### src/rtl/operand_loader_pkg.sv
// Shared definitions for the operand loader: FSM state codes, widths and
// the default button debounce length.
package operand_loader_pkg;

    localparam int STATE_W             = 2;
    localparam int OPERAND_W           = 8;
    localparam int DEBOUNCE_CYCLES_DEF = 500000;

    typedef enum logic [STATE_W-1:0] {
        LOAD_A = 2'd0,
        LOAD_B = 2'd1,
        RUN    = 2'd2,
        SHOW   = 2'd3
    } state_e;

endpackage

### src/rtl/operand_loader_btn_debouncer.sv
// Pushbutton front end: 2-flop synchronizer, stability counter and a
// registered rising-edge detector producing a one-cycle press pulse.
module btn_debouncer
    import operand_loader_pkg::*;
#(
    parameter int DEBOUNCE_CYCLES = DEBOUNCE_CYCLES_DEF
) (
    input  logic clk,
    input  logic rst,
    input  logic btn,
    output logic press
);

    localparam int CNT_W = $clog2(DEBOUNCE_CYCLES);

    logic             sync1_q;
    logic             sync2_q;
    logic             stable_q;
    logic             stable_d;
    logic             stable_dly_q;
    logic             press_q;
    logic [CNT_W-1:0] cnt_q;
    logic [CNT_W-1:0] cnt_d;

    // Any cycle where the synced level agrees with the stable level restarts the count.
    always_comb begin
        stable_d = stable_q;
        cnt_d    = '0;
        if (sync2_q != stable_q) begin
            if (cnt_q == CNT_W'(DEBOUNCE_CYCLES - 1)) begin
                stable_d = sync2_q;
            end else begin
                cnt_d = cnt_q + 1'b1;
            end
        end
    end

    always_ff @(posedge clk or posedge rst) begin
        if (rst) begin
            sync1_q      <= 1'b0;
            sync2_q      <= 1'b0;
            stable_q     <= 1'b0;
            stable_dly_q <= 1'b0;
            press_q      <= 1'b0;
            cnt_q        <= '0;
        end else begin
            sync1_q      <= btn;
            sync2_q      <= sync1_q;
            stable_q     <= stable_d;
            stable_dly_q <= stable_q;
            press_q      <= stable_q & ~stable_dly_q;
            cnt_q        <= cnt_d;
        end
    end

    assign press = press_q;

endmodule

### src/rtl/operand_loader.sv
// Loads two 8-bit operands from switches on successive button presses,
// kicks the multiplier and waits for its completion.
//
// state  | meaning
// LOAD_A | waiting for press to latch op_a
// LOAD_B | waiting for press to latch op_b and start the multiplier
// RUN    | multiplication outstanding, presses discarded
// SHOW   | result available, press returns to LOAD_A
module operand_loader
    import operand_loader_pkg::*;
#(
    parameter int DEBOUNCE_CYCLES = DEBOUNCE_CYCLES_DEF
) (
    input  logic                 clk,
    input  logic                 rst,
    input  logic                 btn,
    input  logic [OPERAND_W-1:0] sw,
    input  logic                 mul_done,
    output logic [OPERAND_W-1:0] op_a,
    output logic [OPERAND_W-1:0] op_b,
    output logic                 start,
    output logic                 busy,
    output logic [STATE_W-1:0]   phase
);

    state_e               state_q, state_d;
    logic [OPERAND_W-1:0] op_a_q, op_a_d;
    logic [OPERAND_W-1:0] op_b_q, op_b_d;
    logic                 start_q, start_d;
    logic                 press;

    btn_debouncer #(
        .DEBOUNCE_CYCLES(DEBOUNCE_CYCLES)
    ) u_btn_debouncer (
        .clk  (clk),
        .rst  (rst),
        .btn  (btn),
        .press(press)
    );

    always_comb begin
        state_d = state_q;
        op_a_d  = op_a_q;
        op_b_d  = op_b_q;
        start_d = 1'b0;
        case (state_q)
            LOAD_A: begin
                if (press) begin
                    op_a_d  = sw;
                    state_d = LOAD_B;
                end
            end
            LOAD_B: begin
                if (press) begin
                    op_b_d  = sw;
                    start_d = 1'b1;
                    state_d = RUN;
                end
            end
            // mul_done takes priority; a coincident press is simply dropped.
            RUN: begin
                if (mul_done) begin
                    state_d = SHOW;
                end
            end
            SHOW: begin
                if (press) begin
                    state_d = LOAD_A;
                end
            end
            default: state_d = LOAD_A;
        endcase
    end

    always_ff @(posedge clk or posedge rst) begin
        if (rst) begin
            state_q <= LOAD_A;
            op_a_q  <= '0;
            op_b_q  <= '0;
            start_q <= 1'b0;
        end else begin
            state_q <= state_d;
            op_a_q  <= op_a_d;
            op_b_q  <= op_b_d;
            start_q <= start_d;
        end
    end

    assign op_a  = op_a_q;
    assign op_b  = op_b_q;
    assign start = start_q;
    assign busy  = (state_q == RUN);
    assign phase = state_q;

endmodule

### config.mk
export PLATFORM = sky130hd
export DESIGN_NAME = operand_loader
export DESIGN_NICKNAME = d
export VERILOG_FILES = /design/src/rtl/operand_loader_pkg.sv /design/src/rtl/operand_loader_btn_debouncer.sv /design/src/rtl/operand_loader.sv
export SDC_FILE = /design/constraint.sdc
export NUM_CORES = 1
export LEC_CHECK = 0
export ABC_AREA = 1
export BUFFER_PORTS_ARGS = -buffer_cell sky130_fd_sc_hd__clkbuf_2
export CORE_MARGIN = 5
export CORE_UTILIZATION = 58
export CTS_BUF_LIST = sky130_fd_sc_hd__clkbuf_4 sky130_fd_sc_hd__clkbuf_8
export CTS_CLUSTER_SIZE = 16
export DETAILED_ROUTE_END_ITERATION = 8
export HOLD_SLACK_MARGIN = 0.03
export PLACE_DENSITY_LB_ADDON = 0.05
export SLEW_MARGIN = 20
export SYNTH_ARGS = -nofsm -noshare
export SYNTH_HDL_FRONTEND = slang
export SYNTH_SLANG_ARGS = --single-unit
### constraint.sdc
create_clock -name clk -period 1.4 [get_ports clk]
set_input_delay 0.07 -clock clk [delete_from_list [all_inputs] [get_ports clk]]
set_output_delay 0.07 -clock clk [all_outputs]
set_load 0.005 [all_outputs]
==> results of run 1 <==
[cell usage in the layout, fill, tap and decap left out, types with 5 or more instances in the layout]
master / netlist / final
nor2_2: 5 / 6
buf_4: 0 / 7
nand2_1: 48 / 46
o21ai_0: 21 / 21
clkbuf_4: 0 / 5
xor2_1: 6 / 6
inv_1: 28 / 27
dfrtp_1: 43 / 40
nor2_1: 48 / 45
dlygate4sd3_1: 0 / 10
clkbuf_2: 0 / 31
nand3_1: 16 / 14
[power by group]
group	switching [mW]	total (mW)	internal [mW]
registers	0.0387	1.32	1.28
clock network	0.414	0.846	0.431
logic	0.226	0.428	0.202
[worst min-delay path by stage]
stage / from / end / cells past startpoint
after floorplan: btn / u_btn_debouncer.sync1_q / 0
after global placement: rst / phase[1] / 2
after detailed placement: rst / phase[0] / 2
after CTS: mul_done / phase[1] / 5
after global routing: mul_done / phase[1] / 4
final: mul_done / phase[1] / 4
[cells by family after synthesis]
family / count (synthesis) / share of synthesized area (%)
compound gates: 27 / 6.562
fa+ha+maj: 5 / 3.010
simple gates: 130 / 27.93
buf+inv: 34 / 6.562
flops: 43 / 51.78
xor+xnor: 9 / 4.154
[worst reg2reg max path, cell delays in order (launching register included)]
cell,delay (ns)
dfrtp_1,0.43
ha_4,0.19
nand2_4,0.07
nor2_4,0.15
nand2_4,0.09
nor2_4,0.14
nand3_2,0.07
nand3_1,0.07
nor2_1,0.04
[timing repair]
| item | in CTS | in global routing |
|---|---|---|
| buffers inserted | 1 | 4 |
| endpoints found under the hold margin | 60 | 0 |
| endpoints found under the setup margin | 3 | 22 |
| pin swaps | 0 | 6 |
| hold buffers | 10 | 0 |
| resized for setup | 2 | 16 |
[per-stage QoR]
stage	TNS [ns]	cell area, µm²	hold WS [ns]
after floorplan	0	2078	0.1014
after global placement	0	2322	0.06075
after detailed placement	0	2322	0.06141
after CTS	-0.0005025	2525	0.1226
after global routing	-0.04496	2619	0.1046
final	0	2619	0.1068
[cell type report]
type	count	area, µm²
Sequential cell	43	1080
Multi-Input combinational cell	171	930.9
Fill cell	252	797.0
Timing Repair Buffer	50	347.8
Inverter	30	112.6
Tap cell	46	57.56
Clock buffer	6	51.30
Clock inverter	2	38.79
[state kept, by name (all words and copies together), names as in the netlist]
signal and cells:
op_a 8, op_b 8, phase 2, start 1
u_btn_debouncer.cnt_q 19, u_btn_debouncer.press 1, u_btn_debouncer.stable_dly_q 1, u_btn_debouncer.stable_q 1
u_btn_debouncer.sync1_q 1, u_btn_debouncer.sync2_q 1
[routing by layer]
layer | share of wire [%] | up-vias
li1 | - | 876
met1 | 46 | 790
met5 | 0 | -
met2 | 49 | 29
met3 | 3.3 | 7
met4 | 1.2 | 0
==> parameters.txt, run 1 <==
Parameter                              Value

Synthesis
  Number of nets in the synthesized netlist    265
  Cell types with the largest area share after synthesis    dfrtp_1 (52%), nand2_1 (8.7%), nor2_1 (8.7%)
  EDFF count, synth    0
  Area share of the leading cell type in the synthesized netlist    51.78%
  Synth warn    0
  Number of distinct standard cells referenced by the synthesized netlist    26
  Commonest cells in the synthesized netlist    nand2_1 (48), nor2_1 (48), dfrtp_1 (43), inv_1 (28), o21ai_0 (21)
  Share of async-settable or async-resettable flops after synthesis    100.0%
  Synth Area per Inst    8.380 µm²
  Sequential cell area fraction in the yosys report    51.78%
  Dominant synthesized flop cell    dfrtp_1
  Synth area leader    dfrtp_1
  Number of instances in the synthesized netlist    248
  Register bit total from synthesis    43
  Synthesized cell area    2078 µm²

Power and ir drop
  Power, Total    2.595 mW
  Power density over the cells    991.1 nW/µm²
  Largest vdd supply drop    0.0007346 V
  Static leakage    1.302 nW

Job
  Max-Cap Viols    0

Setup path
  Origin of the worst setup path    u_btn_debouncer.cnt_q[1]
  Reg2Reg Launch Point    u_btn_debouncer.cnt_q[1]
  Buffering stage count on the worst path with inverters included    0
  Kind of end point of the critical path    flop
  Signal arrival time at the worst endpoint    1.60 ns
  Crit Path Max Fanout    5
  Delay-heaviest family, CP    simple AND/OR/NAND/NOR gates
  Register-to-Register Setup Slack    0.07 ns
  Crit-path max cell delay    0.43 ns
  Category of the worst setup path launch point    flop
  Cell breakdown of the critical path    ha_4 > nand2_4 > nor2_4 > nand2_4 > nor2_4 > nand3_2 > nand3_1 > nor2_1
  Required arrival time at the worst endpoint    1.67 ns
  R2r worst-path depth    8
  Crit Path Category    flop to flop
  Critical path's slowest cell    dfrtp_1
  Count of cell instances traversed by the critical path    8
  Worst setup path end    u_btn_debouncer.cnt_q[18]
  FF-to-FF End    u_btn_debouncer.cnt_q[18]

Die
  Top Ports    32
  Number of placement rows    21
  Core area    3416 µm²
  Die height    69.86 µm
  Horiz. Die Dim    69.86 µm
  Initial cell density of the core    60.84%
  Die ar.    4880 µm²

Timing
  Count of endpoints failing hold in the final timing report    0
  Setup repair after global routing missed its margin    true
  Slack of the critical path    0.06641 ns
  Setup violations, final    0
  Fmax    749.9 MHz
  Number of pins exceeding their max-slew limit in the final report    0
  Share of the clock period used by the worst path after layout    95.26%
  Least-Margin Pin Slew    0.5697 ns
  Slew headroom    61.79%
  Clk_skew    0.007920 ns
  Final min period    1.334 ns

Place
  RD Place Congestion    0.8359
  Port Buf Inserts    31
  Half-perimeter wire length after detailed placement    2986 µm
  Number of placed instances, taps included    325
  Pre-CTS worst setup slack    0.01825 ns

Final layout
  Net count reported at finish    318
  Utilization of the core after routing    76.67%
  Fraction of layout cells with a size suffix above 1    25.50%
  Number of diodes added for antenna fixing    0
  Non-filler instance count after layout    348
  Synthesis-to-finish area growth    26.01%

Clock network
  Num CTS Buffers    5
  CTS H-tree depth    2
  Root buffer cell    clkbuf_4
  TritonCTS Sinks    43
  Clock Pin Slew Worst Setup and Hold Paths    0.13 ns
  TritonCTS clock tree    done
  Clk buf depth    2
  Clock latency of the later-clocked register in the worst-skew pair    0.36 ns

Run status
  Status    complete, no violations

Detailed routing
  Per-cell routed wire length    12.45 µm
  Ratio of routed vias to standard cells    4.891
  Starting DRT DRC Count    113
  Vias after detailed routing    1702
  Antenna viol nets, final    0
  Count of unresolved DRC violations after routing    0
  TritonRoute pass-1 iters    4
  WL final    4332 µm

Global route
  Total routing resource utilization after global routing    19.04%
  Busiest grt layer    met2
  Met3 GRT Util    4.878%
  Remaining Overflow, GRT    0
  Met2 GRT Util    31.90%
  Number of global-route vias before repair    1617
  First-pass GRT wire length    7403 µm
  Antenna violations before repair    0
  M1 GR Usage    24.81%
  Maximum number of pins on one net before global-route repair    30

Hold path
  Class of the tightest hold or removal check    input port to flop
(Power assumes the default switching activity.)
==> run 2: changes to the inputs <==
--- a/config.mk
+++ b/config.mk
@@ -9,7 +9,7 @@
 export BUFFER_PORTS_ARGS = -buffer_cell sky130_fd_sc_hd__clkbuf_2
 export CORE_MARGIN = 5
 export CORE_UTILIZATION = 58
-export CTS_BUF_LIST = sky130_fd_sc_hd__clkbuf_4 sky130_fd_sc_hd__clkbuf_8
+export CTS_BUF_LIST = sky130_fd_sc_hd__clkbuf_8
 export CTS_CLUSTER_SIZE = 16
 export DETAILED_ROUTE_END_ITERATION = 8
 export HOLD_SLACK_MARGIN = 0.03
==> parameters.txt, run 2 (same netlist as run 1, synthesis figures left out) <==
Parameter                              Value

Job
  Max-Cap Viols    0 (unchanged)

Timing
  Setup TNS Final    0 ns (unchanged)
  Slack of the critical path    0.06278 ns (-0.003631 ns)
  Share of the clock period used by the worst path after layout    95.52% (+0.26 points)
  Slew headroom    61.19% (-0.60 points)
  Setup repair after global routing missed its margin    true
  Setup violations, final    0 (unchanged)
  Least-Margin Pin Slew    0.5786 ns (+0.008945 ns)
  Clk_skew    0.004129 ns (-0.003791 ns)
  Fmax    747.8 MHz (-0.27%)
  Count of endpoints failing hold in the final timing report    0 (unchanged)
  Number of pins exceeding their max-slew limit in the final report    0 (unchanged)
  Final min period    1.337 ns (+0.003631 ns)

Detailed routing
  Vias after detailed routing    1705 (+0.18%)
  Count of unresolved DRC violations after routing    0 (unchanged)
  Antenna viol nets, final    0 (unchanged)
  TritonRoute pass-1 iters    4 (unchanged)
  WL final    4414 µm (+1.9%)
  Ratio of routed vias to standard cells    4.928 (+0.76%)
  Starting DRT DRC Count    125 (+11%)
  Per-cell routed wire length    12.76 µm (+2.5%)

Clock network
  Num CTS Buffers    5 (unchanged)
  CTS H-tree depth    2 (unchanged)
  Clk buf depth    2 (unchanged)
  Root buffer cell    clkbuf_8
  TritonCTS Sinks    43 (unchanged)
  Clock Pin Slew Worst Setup and Hold Paths    0.08 ns (-0.05 ns)
  TritonCTS clock tree    done
  Clock latency of the later-clocked register in the worst-skew pair    0.30 ns (-0.06 ns)

Setup path
  Register-to-Register Setup Slack    0.06 ns (about the same)
  Signal arrival time at the worst endpoint    1.53 ns (-0.07 ns)
  Required arrival time at the worst endpoint    1.59 ns (-0.08 ns)
  Category of the worst setup path launch point    flop
  Kind of end point of the critical path    flop
  FF-to-FF End    u_btn_debouncer.cnt_q[18]
  Crit Path Max Fanout    5 (unchanged)
  Reg2Reg Launch Point    u_btn_debouncer.cnt_q[1]
  Crit Path Category    flop to flop
  R2r worst-path depth    8 (unchanged)

Global route
  Total routing resource utilization after global routing    19.15% (+0.11 points)
  Antenna violations before repair    0 (unchanged)
  Maximum number of pins on one net before global-route repair    30 (unchanged)
  Number of global-route vias before repair    1627 (+0.62%)
  Remaining Overflow, GRT    0 (unchanged)
  First-pass GRT wire length    7458 µm (+0.74%)

Final layout
  Synthesis-to-finish area growth    26.79%
  Non-filler instance count after layout    346 (-0.57%)
  Fraction of layout cells with a size suffix above 1    24.67% (-0.83 points)
  Utilization of the core after routing    77.14% (+0.48 points)
  Commonest cells after routing, fill and taps aside    nand2_1 (46), nor2_1 (44), dfrtp_1 (42)
  Register bank with the most flops    u_btn_debouncer.cnt_q
  Number of diodes added for antenna fixing    0 (unchanged)
  Post-route design area    2635 µm² (+0.62%)
  Flip-flop count of the largest register, all copies and words added    19 (unchanged)
  Most common library cell in the layout ignoring fill and taps    nand2_1
  Fill cell total of the finished layout    248 (-1.6%)
  Net count reported at finish    316 (-0.63%)

Die
  Horiz. Die Dim    69.86 µm (unchanged)
  Die ar.    4880 µm² (unchanged)
  Top Ports    32 (unchanged)
  Number of placement rows    21 (unchanged)
  Die height    69.86 µm (unchanged)
  Initial cell density of the core    60.84% (unchanged)
  Core area    3416 µm² (unchanged)

Place
  Port Buf Inserts    31 (unchanged)
  Half-perimeter wire length after detailed placement    2986 µm (unchanged)
  Pre-CTS worst setup slack    0.01825 ns (unchanged)
  Number of placed instances, taps included    325 (unchanged)
  Cell Area, Placed    2322 µm² (unchanged)
  RD Place Congestion    0.8359 (unchanged)

Run status
  Status    complete, no violations

Hold path
  Beginning of the worst hold path    mul_done
  Class of the tightest hold or removal check    input port to flop
  Capture endpoint of the worst hold path    phase[1]
  Instance count along the most critical hold path    4 (unchanged)

Power and ir drop
  Static leakage    1.307 nW (+0.45%)
  Power density over the cells    1044 nW/µm² (+5.3%)
  Largest vdd supply drop    0.0007610 V (+3.6%)
-- run 2: worst max-delay path: stages (launching register included) --
cell and delay, ns:
dfrtp_1 0.41, ha_4 0.19, nand2_4 0.07, nor2_4 0.15, nand2_4 0.09, nor2_4 0.14, nand3_2 0.08, nand3_1 0.07
nor2_1 0.04
-- run 2: power by group --
part / internal [mW] / total [mW] / switching, mW
Sequential: 1.28 / 1.32 / 0.0386
Combinational: 0.186 / 0.410 / 0.224
Clock: 0.587 / 1.02 / 0.433
Total: 2.06 / 2.75 / 0.696
-- run 2: cell type report --
cell class              instances  area [µm²]  area share (%)
clock inverters                 2       38.79           1.472
flip-flops and latches         43        1077           40.88
multi-input cells             171       933.4           35.42
repair buffers                 48       332.8           12.63
well taps                      46       57.56           2.184
inverters                      30       112.6           4.273
clock buffers                   6       82.58           3.134
-- run 2: stage by stage --
stage               power (mW)  hold WS [ns]
finish                   2.751        0.1748
CTS                      2.726        0.1659
global placement         1.664       0.06075
detailed placement       1.675       0.06141
global route             2.896        0.1836
floorplan                1.554        0.1014
-- run 2: worst max path at each step --
| stage | from | endpoint | slack (ns) | depth (start not counted) |
|---|---|---|---|---|
| 2_1_floorplan | phase[0] | op_a[0] | 0.12 | 5 |
| 3_3_place_gp | phase[0] | phase[0] | 0.03 | 7 |
| 3_5_place_dp | phase[0] | phase[0] | 0.02 | 7 |
| 4_1_cts | u_btn_debouncer.cnt_q[1] | u_btn_debouncer.cnt_q[18] | 0.01 | 8 |
| 5_1_grt | phase[1] | phase[0] | -0.04 | 7 |
| 6_report | u_btn_debouncer.cnt_q[1] | u_btn_debouncer.cnt_q[18] | 0.06 | 8 |
-- run 2: what timing repair did --
action                     CTS  global route
resized for setup            3            14
hold buffers                10             0
hold endpoints to repair    29             0
pin swaps                    0             6
setup endpoints to repair    2            21
buffers inserted             0             3
-- run 2: routing by layer --
layer	part of all wire [%]	vias to the layer above	GRT usage, %	wire length (µm)
met5	0	-	0	0
met4	1.2	0	4.468	51
li1	-	874	-	-
met3	3.5	7	4.878	154
met2	49	33	31.90	2149
met1	47	791	25.14	2059
